[config.mk]
export PLATFORM = sky130hd
export DESIGN_NAME = alu_sequencer
export DESIGN_NICKNAME = d
export VERILOG_FILES = /design/src/rtl/alu_sequencer.sv
export SDC_FILE = /design/constraint.sdc
export NUM_CORES = 1
export LEC_CHECK = 0
export ABC_CLOCK_PERIOD_IN_PS = 7380
export CORE_UTILIZATION = 36
export CTS_BUF_LIST = sky130_fd_sc_hd__clkbuf_8
export DETAILED_ROUTE_END_ITERATION = 10
export PLACE_DENSITY = 0.62
export SLEW_MARGIN = 0
export SYNTH_ARGS = -nofsm -noshare
export SYNTH_HDL_FRONTEND = slang
export SYNTH_SLANG_ARGS = --single-unit
[constraint.sdc]
create_clock -name clk -period 7.38 [get_ports clk]
set_input_delay 1.107 -clock clk [delete_from_list [all_inputs] [get_ports clk]]
set_output_delay 1.107 -clock clk [all_outputs]
set_load 0.01 [all_outputs]
[src/rtl/alu_sequencer.sv]
// Multi-cycle ALU controller: single-cycle logic/arith/shift ops, Booth multiply, restoring divide.
// Define ALU_SEQ_DIV_EN to build the divider; otherwise op=4 reports err.
module alu_sequencer #(
    parameter int W = 32
) (
    input  logic         clk,
    input  logic         clr,
    input  logic         start,
    input  logic [3:0]   op,
    input  logic [W-1:0] a,
    input  logic [W-1:0] b,
    output logic         busy,
    output logic         done,
    output logic         err,
    output logic         dz,
    output logic [W-1:0] hi,
    output logic [W-1:0] lo
);

    localparam int CW = $clog2(W + 1);

    localparam logic [3:0] OP_ADD = 4'd1;
    localparam logic [3:0] OP_SUB = 4'd2;
    localparam logic [3:0] OP_MUL = 4'd3;
`ifdef ALU_SEQ_DIV_EN
    localparam logic [3:0] OP_DIV = 4'd4;
`endif
    localparam logic [3:0] OP_SHR = 4'd5;
    localparam logic [3:0] OP_SHL = 4'd6;
    localparam logic [3:0] OP_ROR = 4'd7;
    localparam logic [3:0] OP_ROL = 4'd8;
    localparam logic [3:0] OP_AND = 4'd9;
    localparam logic [3:0] OP_OR  = 4'd10;
    localparam logic [3:0] OP_NEG = 4'd11;
    localparam logic [3:0] OP_NOT = 4'd12;

    typedef enum logic [1:0] {
        S_IDLE,
        S_MUL,
`ifdef ALU_SEQ_DIV_EN
        S_DIV,
`endif
        S_DONE
    } state_t;

    state_t        state_q, state_d;
    logic [CW-1:0] count_q, count_d;
    logic [W-1:0]  mcand_q, mcand_d;
    logic [W:0]    acc_q, acc_d;
    logic [W-1:0]  q_q, q_d;
    logic          qm1_q, qm1_d;
    logic [W-1:0]  hi_q, hi_d;
    logic [W-1:0]  lo_q, lo_d;
    logic          err_q, err_d;
    logic          dz_q, dz_d;
`ifdef ALU_SEQ_DIV_EN
    logic          neg_quo_q, neg_quo_d;
    logic          neg_rem_q, neg_rem_d;
`endif

    logic [W-1:0]   alu_res;
    logic           alu_ill;
    logic [4:0]     amt;
    logic [2*W-1:0] rot_r, rot_l;

    // Single-cycle datapath works straight from the input operands at the accept edge.
    always_comb begin
        alu_res = '0;
        alu_ill = 1'b0;
        amt     = b[4:0];
        rot_r   = {a, a} >> amt;
        rot_l   = {a, a} << amt;
        case (op)
            OP_ADD:  alu_res = a + b;
            OP_SUB:  alu_res = a - b;
            OP_SHR:  alu_res = a >> amt;
            OP_SHL:  alu_res = a << amt;
            OP_ROR:  alu_res = rot_r[W-1:0];
            OP_ROL:  alu_res = rot_l[2*W-1:W];
            OP_AND:  alu_res = a & b;
            OP_OR:   alu_res = a | b;
            OP_NEG:  alu_res = '0 - a;
            OP_NOT:  alu_res = ~a;
            default: alu_ill = 1'b1;
        endcase
    end

    // The accumulator carries one guard bit so subtracting the most negative multiplicand cannot overflow.
    logic [W:0]   m_ext;
    logic [W:0]   booth_sum;
    logic [W:0]   booth_acc;
    logic [W-1:0] booth_q;

    always_comb begin
        m_ext = {mcand_q[W-1], mcand_q};
        case ({q_q[0], qm1_q})
            2'b01:   booth_sum = acc_q + m_ext;
            2'b10:   booth_sum = acc_q - m_ext;
            default: booth_sum = acc_q;
        endcase
        booth_acc = {booth_sum[W], booth_sum[W:1]};
        booth_q   = {booth_sum[0], q_q[W-1:1]};
    end

`ifdef ALU_SEQ_DIV_EN
    logic [W:0]   div_tmp;
    logic         div_ge;
    logic [W:0]   div_rem;
    logic [W-1:0] div_rem_w;
    logic [W-1:0] div_quo;

    always_comb begin
        div_tmp   = {acc_q[W-1:0], q_q[W-1]};
        div_ge    = (div_tmp >= {1'b0, mcand_q});
        div_rem   = div_ge ? (div_tmp - {1'b0, mcand_q}) : div_tmp;
        div_rem_w = div_rem[W-1:0];
        div_quo   = {q_q[W-2:0], div_ge};
    end
`endif

    always_comb begin
        state_d = state_q;
        count_d = count_q;
        mcand_d = mcand_q;
        acc_d   = acc_q;
        q_d     = q_q;
        qm1_d   = qm1_q;
        hi_d    = hi_q;
        lo_d    = lo_q;
        err_d   = err_q;
        dz_d    = dz_q;
`ifdef ALU_SEQ_DIV_EN
        neg_quo_d = neg_quo_q;
        neg_rem_d = neg_rem_q;
`endif
        case (state_q)
            S_IDLE: begin
                if (start) begin
                    err_d = 1'b0;
                    dz_d  = 1'b0;
                    if (op == OP_MUL) begin
                        mcand_d = a;
                        q_d     = b;
                        acc_d   = '0;
                        qm1_d   = 1'b0;
                        count_d = CW'(W);
                        state_d = S_MUL;
                    end
`ifdef ALU_SEQ_DIV_EN
                    else if (op == OP_DIV) begin
                        if (b == '0) begin
                            lo_d    = '1;
                            hi_d    = a;
                            dz_d    = 1'b1;
                            state_d = S_DONE;
                        end else begin
                            mcand_d   = b[W-1] ? ('0 - b) : b;
                            q_d       = a[W-1] ? ('0 - a) : a;
                            acc_d     = '0;
                            neg_quo_d = a[W-1] ^ b[W-1];
                            neg_rem_d = a[W-1];
                            count_d   = CW'(W);
                            state_d   = S_DIV;
                        end
                    end
`endif
                    else begin
                        lo_d    = alu_res;
                        hi_d    = '0;
                        err_d   = alu_ill;
                        state_d = S_DONE;
                    end
                end
            end
            S_MUL: begin
                acc_d   = booth_acc;
                q_d     = booth_q;
                qm1_d   = q_q[0];
                count_d = count_q - CW'(1);
                if (count_q == CW'(1)) begin
                    hi_d    = booth_acc[W-1:0];
                    lo_d    = booth_q;
                    state_d = S_DONE;
                end
            end
`ifdef ALU_SEQ_DIV_EN
            S_DIV: begin
                acc_d   = div_rem;
                q_d     = div_quo;
                count_d = count_q - CW'(1);
                if (count_q == CW'(1)) begin
                    lo_d    = neg_quo_q ? ('0 - div_quo) : div_quo;
                    hi_d    = neg_rem_q ? ('0 - div_rem_w) : div_rem_w;
                    state_d = S_DONE;
                end
            end
`endif
            S_DONE:  state_d = S_IDLE;
            default: state_d = S_IDLE;
        endcase
    end

    always_ff @(posedge clk or posedge clr) begin
        if (clr) begin
            state_q <= S_IDLE;
            count_q <= '0;
            mcand_q <= '0;
            acc_q   <= '0;
            q_q     <= '0;
            qm1_q   <= 1'b0;
            hi_q    <= '0;
            lo_q    <= '0;
            err_q   <= 1'b0;
            dz_q    <= 1'b0;
`ifdef ALU_SEQ_DIV_EN
            neg_quo_q <= 1'b0;
            neg_rem_q <= 1'b0;
`endif
        end else begin
            state_q <= state_d;
            count_q <= count_d;
            mcand_q <= mcand_d;
            acc_q   <= acc_d;
            q_q     <= q_d;
            qm1_q   <= qm1_d;
            hi_q    <= hi_d;
            lo_q    <= lo_d;
            err_q   <= err_d;
            dz_q    <= dz_d;
`ifdef ALU_SEQ_DIV_EN
            neg_quo_q <= neg_quo_d;
            neg_rem_q <= neg_rem_d;
`endif
        end
    end

`ifdef ALU_SEQ_DIV_EN
    assign busy = (state_q == S_MUL) || (state_q == S_DIV);
`else
    assign busy = (state_q == S_MUL);
`endif
    assign done = (state_q == S_DONE);
    assign err  = err_q;
    assign dz   = dz_q;
    assign hi   = hi_q;
    assign lo   = lo_q;

endmodule
== Word-level counts from Yosys, hierarchy flattened ==
Index checks and enable logic that the tools add are counted.

* Bits in registers: 171
* Input bits: 71
* Output and inout port bits: 68
* Logic and storage cells: 78

* Add/subtract/negate cells: 6
* Eq/ne operators: 20
* Shift-type cells: 4
* Muxes and demuxes: 28
* Bitwise gates (word level): 3
* Reductions and logical operators: 8

{| class="wikitable"
|+ Operators with widths
! cell !! number
|-
| one-hot mux 32 bit (10 select lines) || 1
|-
| 2-to-1 mux 32 bit || 8
|-
| one-hot mux 32 bit (2 select lines) || 3
|-
| one-hot mux 33 bit (2 select lines) || 2
|-
| 2-to-1 mux 33 bit || 2
|-
| << shifter 64 x 5 -> 64 bit || 1
|-
| >> shifter 64 x 5 -> 32 bit || 1
|-
| adder 33 bit || 1
|-
| subtractor 33 bit || 1
|-
| adder 32 bit || 1
|-
| bitwise AND 32 bit || 1
|-
| NOT 32 bit || 1
|-
| bitwise OR 32 bit || 1
|-
| << shifter 32 x 5 -> 32 bit || 1
|-
| >> shifter 32 x 5 -> 32 bit || 1
|-
| subtractor 1 x 32 -> 32 bit (first input constant) || 1
|-
| subtractor 32 bit || 1
|-
| equality test 4 bit (second input constant) || 5
|-
| equality test 4 x 3 -> 1 bit (second input constant) || 3
|-
| 2-to-1 mux 6 bit || 2
|-
| one-hot mux 6 bit (2 select lines) || 1
|-
| OR reduction 10 bit || 1
|-
| equality test 4 x 2 -> 1 bit (second input constant) || 2
|-
| equality test 6 x 1 -> 1 bit (second input constant) || 1
|-
| 15 further kinds || 26
|}

== Logic depth before layout (Yosys ltp) ==
Gate-level depths: netlist of the first run.

* Word-level depth: 5
* Depth in mapped cells: 23
* Mapped depth without buffers: 19

== Least setup slack after synthesis of the first run ==
OpenSTA, ideal clock, no wires.

* Path type: input to register
* Start: input port b[0]
* End: register lo_q[31] (netlist: lo[31])
* Setup time: 0.069 ns
* Data arrival time: 5.346 ns
* Required time: 7.311 ns
* Setup slack: 1.965 ns
* Stages on the path: 20
* Path buffers: 3
* Path through: clkbuf_1 -> clkbuf_1 -> buf_2 -> inv_1 -> ha_1 -> nand2_1 -> or4_1 -> nor2_1 -> a21oi_1 -> xnor2_1 -> ha_1 -> and4_1 -> o21ai_0 -> and3_1 -> o211a_1 -> o41a_1 -> o31ai_1 -> a311oi_1 -> or3_1 -> nand3_1

* Word-level cells in the longest chain between the ends: 5
* Elaborated cells on any way between the ends: 10
* Classes of those cells: 2 x add/sub; 4 x shift; 4 x mux

{| class="wikitable"
|+ Ends and longest elaborated chain
! item !! RTL line !! source
|-
| start: declaration || 11 || <nowiki>input logic [W-1:0] b,</nowiki>
|-
| subtractor 32 bit, or another cell as far along || 75 || <nowiki>OP_SUB: alu_res = a - b;</nowiki>
|-
| one-hot mux 32 bit (10 select lines) * || 73 || <nowiki>case (op)</nowiki>
|-
| 2-to-1 mux 32 bit * || 141 || <nowiki>if (op == OP_MUL) begin</nowiki>
|-
| 2-to-1 mux 32 bit * || 138 || <nowiki>if (start) begin</nowiki>
|-
| one-hot mux 32 bit (2 select lines) * || 136 || <nowiki>case (state_q)</nowiki>
|-
| end signal: assignment || 227 || <nowiki>lo_q <= lo_d;</nowiki>
|-
| end: declaration || 53 || <nowiki>logic [W-1:0] lo_q, lo_d;</nowiki>
|}

Every way passes the cells marked *; elsewhere a longest branch is shown, timed or not. The select of a mux whose other input is x is not followed.
A chain may end at the register's enable or synchronous reset.

== Final worst setup path of the first run ==
* Start: input port op[1]
* End: register lo_q[31] (netlist: lo[31])

* Word-level cells in the longest chain between the ends: 5
* Elaborated cells on any way between the ends: 17
* Classes of those cells: 12 x eq/ne; 4 x mux; 1 x reduce/logical

{| class="wikitable"
|+ Ends and longest elaborated chain
! item !! RTL line !! source
|-
| start: declaration || 9 || <nowiki>input logic [3:0] op,</nowiki>
|-
| equality test 4 bit, or another cell as far along || 73 ||
|-
| one-hot mux 32 bit (10 select lines) || 73 ||
|-
| 2-to-1 mux 32 bit || 141 ||
|-
| 2-to-1 mux 32 bit || 138 ||
|-
| one-hot mux 32 bit (2 select lines) || 136 ||
|}

Parallel ways exist; a longest one is shown, timed or not. The select of a mux whose other input is x is not followed.

==> impl_results.rst, run 1 <==
.. list-table::
   :header-rows: 1

   * - Metric
     - Value
   * - Final setup violation count
     - 0
   * - Hold_buf cts
     - 0
   * - Vias in the first global route
     - between 15000 and 20000
   * - Instance count along the most critical hold path
     - 2
   * - Number of I/O port buffers
     - between 100 and 150
   * - Number of enable-type register cells in the synthesized netlist
     - 0
   * - Setup TNS
     - 0 ns
   * - Endpoint type of the worst setup path
     - flip-flop
   * - Routed vias
     - approximately 19000
   * - Hold worst-path end
     - q_q[8]
   * - Outcome
     - finished clean
   * - Type of element launching the critical path
     - primary input
   * - Overall die area
     - between 0.04 and 0.05 mm2
   * - Worst slew pin tran
     - between 1 and 1.5 ns
   * - Skew-Pair Late Insertion Delay
     - about 0.47 ns
   * - Average routed wire per standard cell
     - about 26 um
   * - Signed area change from the synthesized netlist to the final layout
     - 13.2%
   * - Most common library cell in the layout ignoring fill and taps
     - sky130_fd_sc_hd__nand2_1
   * - Post-DP HPWL
     - between 50000 and 60000 um
   * - Antenna Nets Post-Route
     - 0
   * - Clock tree buffer depth
     - 2
   * - Share of flip-flops with an asynchronous set or reset
     - 1.00
   * - CP max FO
     - 20
   * - Proportion of layout cells with a drive suffix above 1
     - 0.0834
   * - Endpoint required time on the critical path
     - 7.80 ns
   * - Cell area after technology mapping
     - 0.0175 mm2
   * - Power density of the placed cells
     - roughly 260 mW/mm2
   * - Commonest cells after routing, fill and taps aside
     - sky130_fd_sc_hd__nand2_1, sky130_fd_sc_hd__nor2_1, sky130_fd_sc_hd__o21ai_0, sky130_fd_sc_hd__a21oi_1, sky130_fd_sc_hd__dfrtp_1
   * - Net count after synthesis
     - ~2400
   * - Final hold violations
     - 0
   * - Width of the die
     - 223 um
   * - Number of buffers created by CTS
     - 17
   * - Final routed wirelength across all metal layers
     - between 70000 and 80000 um
   * - Number of library cell types mapped by synthesis
     - 81
   * - Pin count of the biggest net entering global routing
     - 97
   * - Achievable Freq
     - around 180 MHz
   * - Worst ir drop on vdd
     - around 170 uV
   * - Routability cong.
     - just over 1
   * - Clock sink total
     - 170
   * - Root cell of the clock tree
     - sky130_fd_sc_hd__clkbuf_8
   * - Routed vias/inst
     - roughly 6.3
   * - Worst R2R Start
     - mcand_q[2]
   * - Placed Cells
     - 2933
   * - Post-CTS Resized
     - 0
   * - Largest clock skew in the final design
     - 0.0266 ns
   * - Layout filler cell count
     - roughly 4900
   * - Type of the worst min-delay path
     - flip-flop to flip-flop
   * - Relative max-transition margin
     - 0.138
   * - # H-tree levels
     - 4
   * - Floorplan die height
     - approximately 220 um
   * - Stage delay of the slowest cell on the critical path
     - approximately 0.54 ns
   * - Global route overflow
     - 0
   * - FF-to-FF setup slack
     - roughly 1.9 ns
   * - Non-filler cells in the finished layout
     - roughly 3000
   * - Initial DRT Pass Iterations
     - 6
   * - RSZ-0062 raised after global routing
     - no
   * - Row cnt
     - 80
   * - Prevailing post-synth register cell
     - sky130_fd_sc_hd__dfrtp_1
   * - Number of synthesized register bits
     - between 150 and 200
   * - Number of cells traversed by the worst register-to-register path
     - 16
   * - Net count, final
     - around 2500
   * - Minimum hold slack
     - around 0.47 ns
   * - P_leak
     - between 8 and 9 nW
   * - First-pass GRT wire length
     - approximately 110000 um
   * - Startpoint of the worst hold path
     - q_q[8]
   * - Starting utilization of the core area
     - 0.366
   * - Max-cap viol count
     - 0
   * - Worst Path Class, Setup
     - primary input to flip-flop
   * - List of cells traversed by the critical path
     - clkdlybuf4s50_1, buf_4, inv_1, nor2_1, nand2_1, nor2_1, a21o_1, inv_1, ha_1, nor2b_1, o31a_1, o21ai_0, o211a_1, o41a_1, o31ai_1, a311oi_1, or3_1, nand3_1
   * - Crit-path slowest cell
     - sky130_fd_sc_hd__nand2_1
   * - Max-slew violation total from the final report
     - 0
   * - Number of DRC markers after the initial detailed-route iteration
     - 2267
   * - I/O pin total
     - ~140
   * - End of the worst register-to-register path
     - acc_q[30]
   * - Core region area
     - ~0.048 mm2
   * - Number of DRC violations after detailed routing
     - 0
   * - Synth warnings
     - 0
   * - Min cycle time layout
     - around 5.7 ns
   * - Instance count of the mapped netlist
     - ~2300
   * - Global-route usage over all layers
     - 0.300
   * - Post-CTS Setup Bufs
     - 0
   * - TritonCTS clock tree
     - yes
   * - Fraction of the yosys area taken by sequential cells
     - 0.243
   * - Post-synthesis area per instance
     - ~7.6 um2
   * - Initial antenna violation count
     - 0
   * - Clock-pin slew on the worst setup and hold paths
     - about 0.12 ns
   * - Worst endpoint data arrival time
     - between 6 and 7 ns
   * - Part of the cycle the worst path needs
     - 0.768
==> sequential cells by signal (all words and copies together) (netlist names) <==
name,count
qm1_q,1
state_q,2
count_q,6
q_q,32
lo,32
acc_q,32
err,1
mcand_q,32
hi,32
==> metal layers <==
metal  global-route usage  routed length (um)
met4                0.179                4710
met1                0.403               31500
met3               0.0536                6990
met2                0.449               32700
met5                    0                   0
==> logic make-up after synthesis <==
| logic type | Yosys count | share of synthesized area |
|---|---|---|
| simple gates | 873 | 0.219 |
| compound gates | 707 | 0.261 |
| buf+inv | 230 | 0.0503 |
| flops | 170 | 0.243 |
| xor+xnor | 127 | 0.0635 |
| mux | 119 | 0.109 |
| fa+ha+maj | 74 | 0.0537 |
| other cells | 1 | 0.000214 |
==> through the flow <==
step	instance area (um2)	worst slack (ns)	util	total power, mW
finish	19800	1.71	0.414	5.24
global route	19800	1.40	0.414	5.62
CTS	19800	1.81	0.414	5.20
detailed placement	19400	1.31	0.406	4.50
global placement	19400	1.37	0.406	4.44
floorplan	17500	1.67	-	3.58
==> critical path: cells and delay by family <==
kind | cells | cell delay [ns]
buffers and inverters | 4 | 0.93
adders and majority gates | 1 | 0.26
AOI/OAI and AO/OA | 7 | 2.02
and+or+nand+nor | 6 | 1.76
==> Yosys cell counts, drive strengths merged (26+ instances only) <==
library cell  instances  share of area
a211oi               30          0.013
a21o                 39          0.017
a21oi               174          0.050
a22oi                29          0.012
buf                  26         0.0066
clkbuf              154          0.033
dfrtp               170           0.24
ha                   72          0.051
inv                  49          0.011
mux2i                48          0.027
mux4                 56          0.072
nand2               375          0.080
nand3                45          0.013
nor2                262          0.056
nor3                 49          0.014
o211ai               42          0.018
o21ai               181          0.052
o31ai                27          0.012
xnor2                86          0.043
xor2                 41          0.021
==> final cells by class <==
class	count	area (um2)	share of cell area
well taps	615	769	0.0388
inverters	50	193	0.00973
repair buffers	197	1800	0.0909
multi-input cells	1901	12400	0.626
flip-flops and latches	170	4250	0.215
diodes	2	5.00	0.000253
clock inverters	12	135	0.00682
clock buffers	19	262	0.0132
==> how the worst max path moves through the flow <==
stage | from | to | slack, ns | cells past startpoint
after CTS | op[1] | lo[31] | 1.81 | 18
final | op[1] | lo[31] | 1.71 | 18
after detailed placement | op[1] | lo[31] | 1.31 | 18
after global placement | b[1] | lo[27] | 1.37 | 20
after floorplan | clr | acc_q[0] | 1.67 | 1
after global routing | b[1] | lo[27] | 1.40 | 20
==> where the power goes <==
group | internal (mW) | switching, mW | leakage, nW
Sequential | 1.22 | 0.282 | 2.18
Combinational | 1.24 | 1.81 | 5.89
Clock | 0.321 | 0.374 | 0.197
Total | 2.78 | 2.46 | 8.26
Power figures use the tool's default switching activity.
==> run 2: changes to the inputs <==
--- a/config.mk
+++ b/config.mk
@@ -5,11 +5,11 @@
 export SDC_FILE = /design/constraint.sdc
 export NUM_CORES = 1
 export LEC_CHECK = 0
-export ABC_CLOCK_PERIOD_IN_PS = 7380
+export ABC_CLOCK_PERIOD_IN_PS = 4830
 export CORE_UTILIZATION = 36
 export CTS_BUF_LIST = sky130_fd_sc_hd__clkbuf_8
 export DETAILED_ROUTE_END_ITERATION = 10
-export PLACE_DENSITY = 0.62
+export PLACE_DENSITY = 0.64
 export SLEW_MARGIN = 0
 export SYNTH_ARGS = -nofsm -noshare
 export SYNTH_HDL_FRONTEND = slang
==> constraint.sdc (replaced) <==
create_clock -name clk -period 4.83 [get_ports clk]
set_input_delay 0.7245 -clock clk [delete_from_list [all_inputs] [get_ports clk]]
set_output_delay 0.7245 -clock clk [all_outputs]
set_load 0.01 [all_outputs]
==> run 2 against run 1 <==
Against the previous run:
- design area is 4.2% higher
- flip-flop and latch count stayed put
- via count is 3.5% higher
- critical endpoint is now hi[24]
==> impl_results.rst, run 2 (same netlist as run 1, synthesis figures left out) <==
.. list-table::
   :header-rows: 1

   * - Metric
     - Value
   * - Worst slack at placement
     - -0.0248 ns (-1.33 ns)
   * - Average routed wire per standard cell
     - 25.7 um (+0.21%)
   * - Signed area change from the synthesized netlist to the final layout
     - 18.0%
   * - Overall die area
     - 0.0495 mm2 (unchanged)
   * - Pin count of the biggest net entering global routing
     - 171 (+76%)
   * - Share of power burned in combinational logic
     - 0.590 (+0.009)
   * - I/O pin total
     - 139 (unchanged)
   * - Antenna Nets Post-Route
     - 0 (unchanged)
   * - Setup TNS
     - 0 ns (unchanged)
   * - RSZ-0062 raised after global routing
     - no
   * - Design Power
     - 8.11 mW (+55%)
   * - CP max FO
     - 5 (-75%)
   * - Floorplan die height
     - 223 um (unchanged)
   * - Clock tree buffer depth
     - 2 (unchanged)
   * - Minimum hold slack
     - 0.481 ns (+0.0128 ns)
   * - Max-slew violation total from the final report
     - 0 (unchanged)
   * - Layout filler cell count
     - 4822 (-2.1%)
   * - # H-tree levels
     - 4 (unchanged)
   * - Type of element launching the critical path
     - flip-flop
   * - Part of the total power dissipated in the clock network
     - 0.129 (-0.004)
   * - Row cnt
     - 80 (unchanged)
   * - Final setup violation count
     - 0 (unchanged)
   * - Routed vias/inst
     - 6.32 (-0.16%)
   * - Final routed wirelength across all metal layers
     - 78900 um (+3.9%)
   * - Clock sink total
     - 170 (unchanged)
   * - P_leak
     - 8.79 nW (+6.4%)
   * - Number of I/O port buffers
     - 137 (unchanged)
   * - Global route overflow
     - 0 (unchanged)
   * - Hold_buf cts
     - 0 (unchanged)
   * - Worst ir drop on vdd
     - 213 uV (+27%)
   * - Starting utilization of the core area
     - 0.366 (unchanged)
   * - Relative max-transition margin
     - 0.244 (+0.107)
   * - Critical path endpoint
     - hi[24]
   * - Part of the cycle the worst path needs
     - 0.929
   * - Most common library cell in the layout ignoring fill and taps
     - sky130_fd_sc_hd__nand2_1
   * - End of the worst register-to-register path
     - hi[24]
   * - Minimum setup slack in the final design
     - 0.345 ns (-1.36 ns)
   * - Number of DRC markers after the initial detailed-route iteration
     - 2295 (+1.2%)
   * - Number of buffers created by CTS
     - 17 (unchanged)
   * - Achievable Freq
     - approximately 220 MHz
   * - Largest clock skew in the final design
     - 0.0286 ns (+0.00206 ns)
   * - Width of the die
     - 223 um (unchanged)
   * - Type of the worst min-delay path
     - flip-flop to flip-flop
   * - Root cell of the clock tree
     - sky130_fd_sc_hd__clkbuf_8
   * - Min cycle time layout
     - between 4 and 5 ns
   * - Proportion of layout cells with a drive suffix above 1
     - 0.126 (+0.0426)
   * - Power density of the placed cells
     - 393 mW/mm2 (+48%)
   * - Routability cong.
     - 1.03 (about the same)
   * - FF-to-FF setup slack
     - 0.35 ns (-1.58 ns)
   * - Number of cells traversed by the worst register-to-register path
     - 17 (+1)
   * - Initial DRT Pass Iterations
     - 6 (unchanged)
   * - TritonCTS clock tree
     - yes
   * - Net count, final
     - 2591 (+4.4%)
   * - Endpoint required time on the critical path
     - 5.21 ns (-2.59 ns)
   * - Worst Path Class, Setup
     - flip-flop to flip-flop
   * - Max-cap viol count
     - 0 (unchanged)
   * - Commonest cells after routing, fill and taps aside
     - sky130_fd_sc_hd__nand2_1, sky130_fd_sc_hd__nor2_1, sky130_fd_sc_hd__o21ai_0, sky130_fd_sc_hd__a21oi_1, sky130_fd_sc_hd__dfrtp_1
   * - Worst endpoint data arrival time
     - 4.86 ns (-1.23 ns)
   * - Outcome
     - finished clean
   * - Global-route usage over all layers
     - 0.315 (+0.0146)
   * - First-pass GRT wire length
     - 117000 um (+3.8%)
   * - Total internal power
     - 4.24 mW (+53%)
   * - Endpoint type of the worst setup path
     - flip-flop
   * - Number of DRC violations after detailed routing
     - 0 (unchanged)
   * - Core region area
     - 0.0478 mm2 (unchanged)
   * - Routed vias
     - 19500 (+3.5%)
   * - Final hold violations
     - 0 (unchanged)
   * - Worst slew pin tran
     - 1.13 ns (-0.159 ns)
   * - Post-DP HPWL
     - 58100 um (+7.0%)
   * - Switching power share of the total
     - 0.477 (+0.00743)
   * - Initial antenna violation count
     - 0 (unchanged)
   * - Power dissipated by switching net loads
     - 3.87 mW (+57%)
   * - Worst R2R Start
     - mcand_q[2]
   * - Skew-Pair Late Insertion Delay
     - 0.53 ns (+0.06 ns)
   * - Vias in the first global route
     - 18500 (+5.5%)
   * - Clock-pin slew on the worst setup and hold paths
     - 0.10 ns (-0.02 ns)
   * - Share of power burned in registers
     - 0.281 (-0.005)
   * - Worst Setup SP
     - mcand_q[2]
==> run 2: critical path, stage by stage, from the launching register on <==
cell	delay [ns]
sky130_fd_sc_hd__dfrtp_1	0.46
sky130_fd_sc_hd__nor3_1	0.35
sky130_fd_sc_hd__nand2_1	0.15
sky130_fd_sc_hd__nor4_2	0.31
sky130_fd_sc_hd__a21oi_1	0.25
sky130_fd_sc_hd__nor2_1	0.25
sky130_fd_sc_hd__o21ai_0	0.15
sky130_fd_sc_hd__xnor2_1	0.16
sky130_fd_sc_hd__ha_1	0.33
sky130_fd_sc_hd__a211o_1	0.30
sky130_fd_sc_hd__a211oi_1	0.44
sky130_fd_sc_hd__nand4_1	0.22
sky130_fd_sc_hd__a21boi_0	0.24
sky130_fd_sc_hd__buf_4	0.17
sky130_fd_sc_hd__o21ai_0	0.10
sky130_fd_sc_hd__xor2_1	0.16
sky130_fd_sc_hd__mux2i_1	0.20
sky130_fd_sc_hd__o21ai_0	0.11
==> run 2: worst min-delay path by stage <==
stage            start  endpoint  slack [ns]  depth (start not counted)
4_1_cts         q_q[1]    q_q[1]        0.48                          2
2_1_floorplan   q_q[8]    q_q[8]        0.43                          2
3_5_place_dp    q_q[1]    q_q[1]        0.46                          2
6_report         hi[6]     hi[6]        0.48                          2
3_3_place_gp    q_q[8]    q_q[8]        0.45                          2
5_1_grt        q_q[27]   q_q[27]        0.50                          2
==> run 2: final cells by class <==
| cell class | count | area (um2) | area share |
|---|---|---|---|
| Antenna cell | 2 | 5.00 | 0.000242 |
| Tap cell | 615 | 769 | 0.0373 |
| Clock buffer | 18 | 248 | 0.0120 |
| Clock inverter | 14 | 131 | 0.00636 |
| Sequential cell | 170 | 4250 | 0.206 |
| Multi-Input combinational cell | 1901 | 12400 | 0.601 |
| Timing Repair Buffer | 306 | 2650 | 0.128 |
| Inverter | 50 | 191 | 0.00927 |
==> run 2: layer usage <==
metal  track usage  share of wire  vias up
met4         0.188          0.067        4
met2         0.476           0.43     1202
met1         0.403           0.40     9255
li1              -              -     8704
met3        0.0788           0.11      288
met5        0.0196         0.0017        -
==> run 2: repair_timing <==
item                                    4_1_cts  5_1_grt
endpoints found under the setup margin        0        9
resized for setup                             0        2
setup buffers                                 0        0
==> run 2: through the flow <==
step                      std cells  utilization  cell area [um2]
final                          3076        0.432            20700
after global routing           3074        0.432            20600
after CTS                      3074        0.431            20600
after detailed placement       3042        0.423            20300
after global placement         3042        0.423            20300
after floorplan                2301            -            17500
==> run 2: power by group through the flow <==
stage	combinational [mW]	sequential, mW	clock [mW]
2_1_floorplan	3.28	2.20	0
6_report	4.79	2.28	1.05
4_1_cts	4.73	2.26	1.06
3_5_place_dp	4.72	2.28	0
3_3_place_gp	4.63	2.27	0
5_1_grt	5.26	2.33	1.12
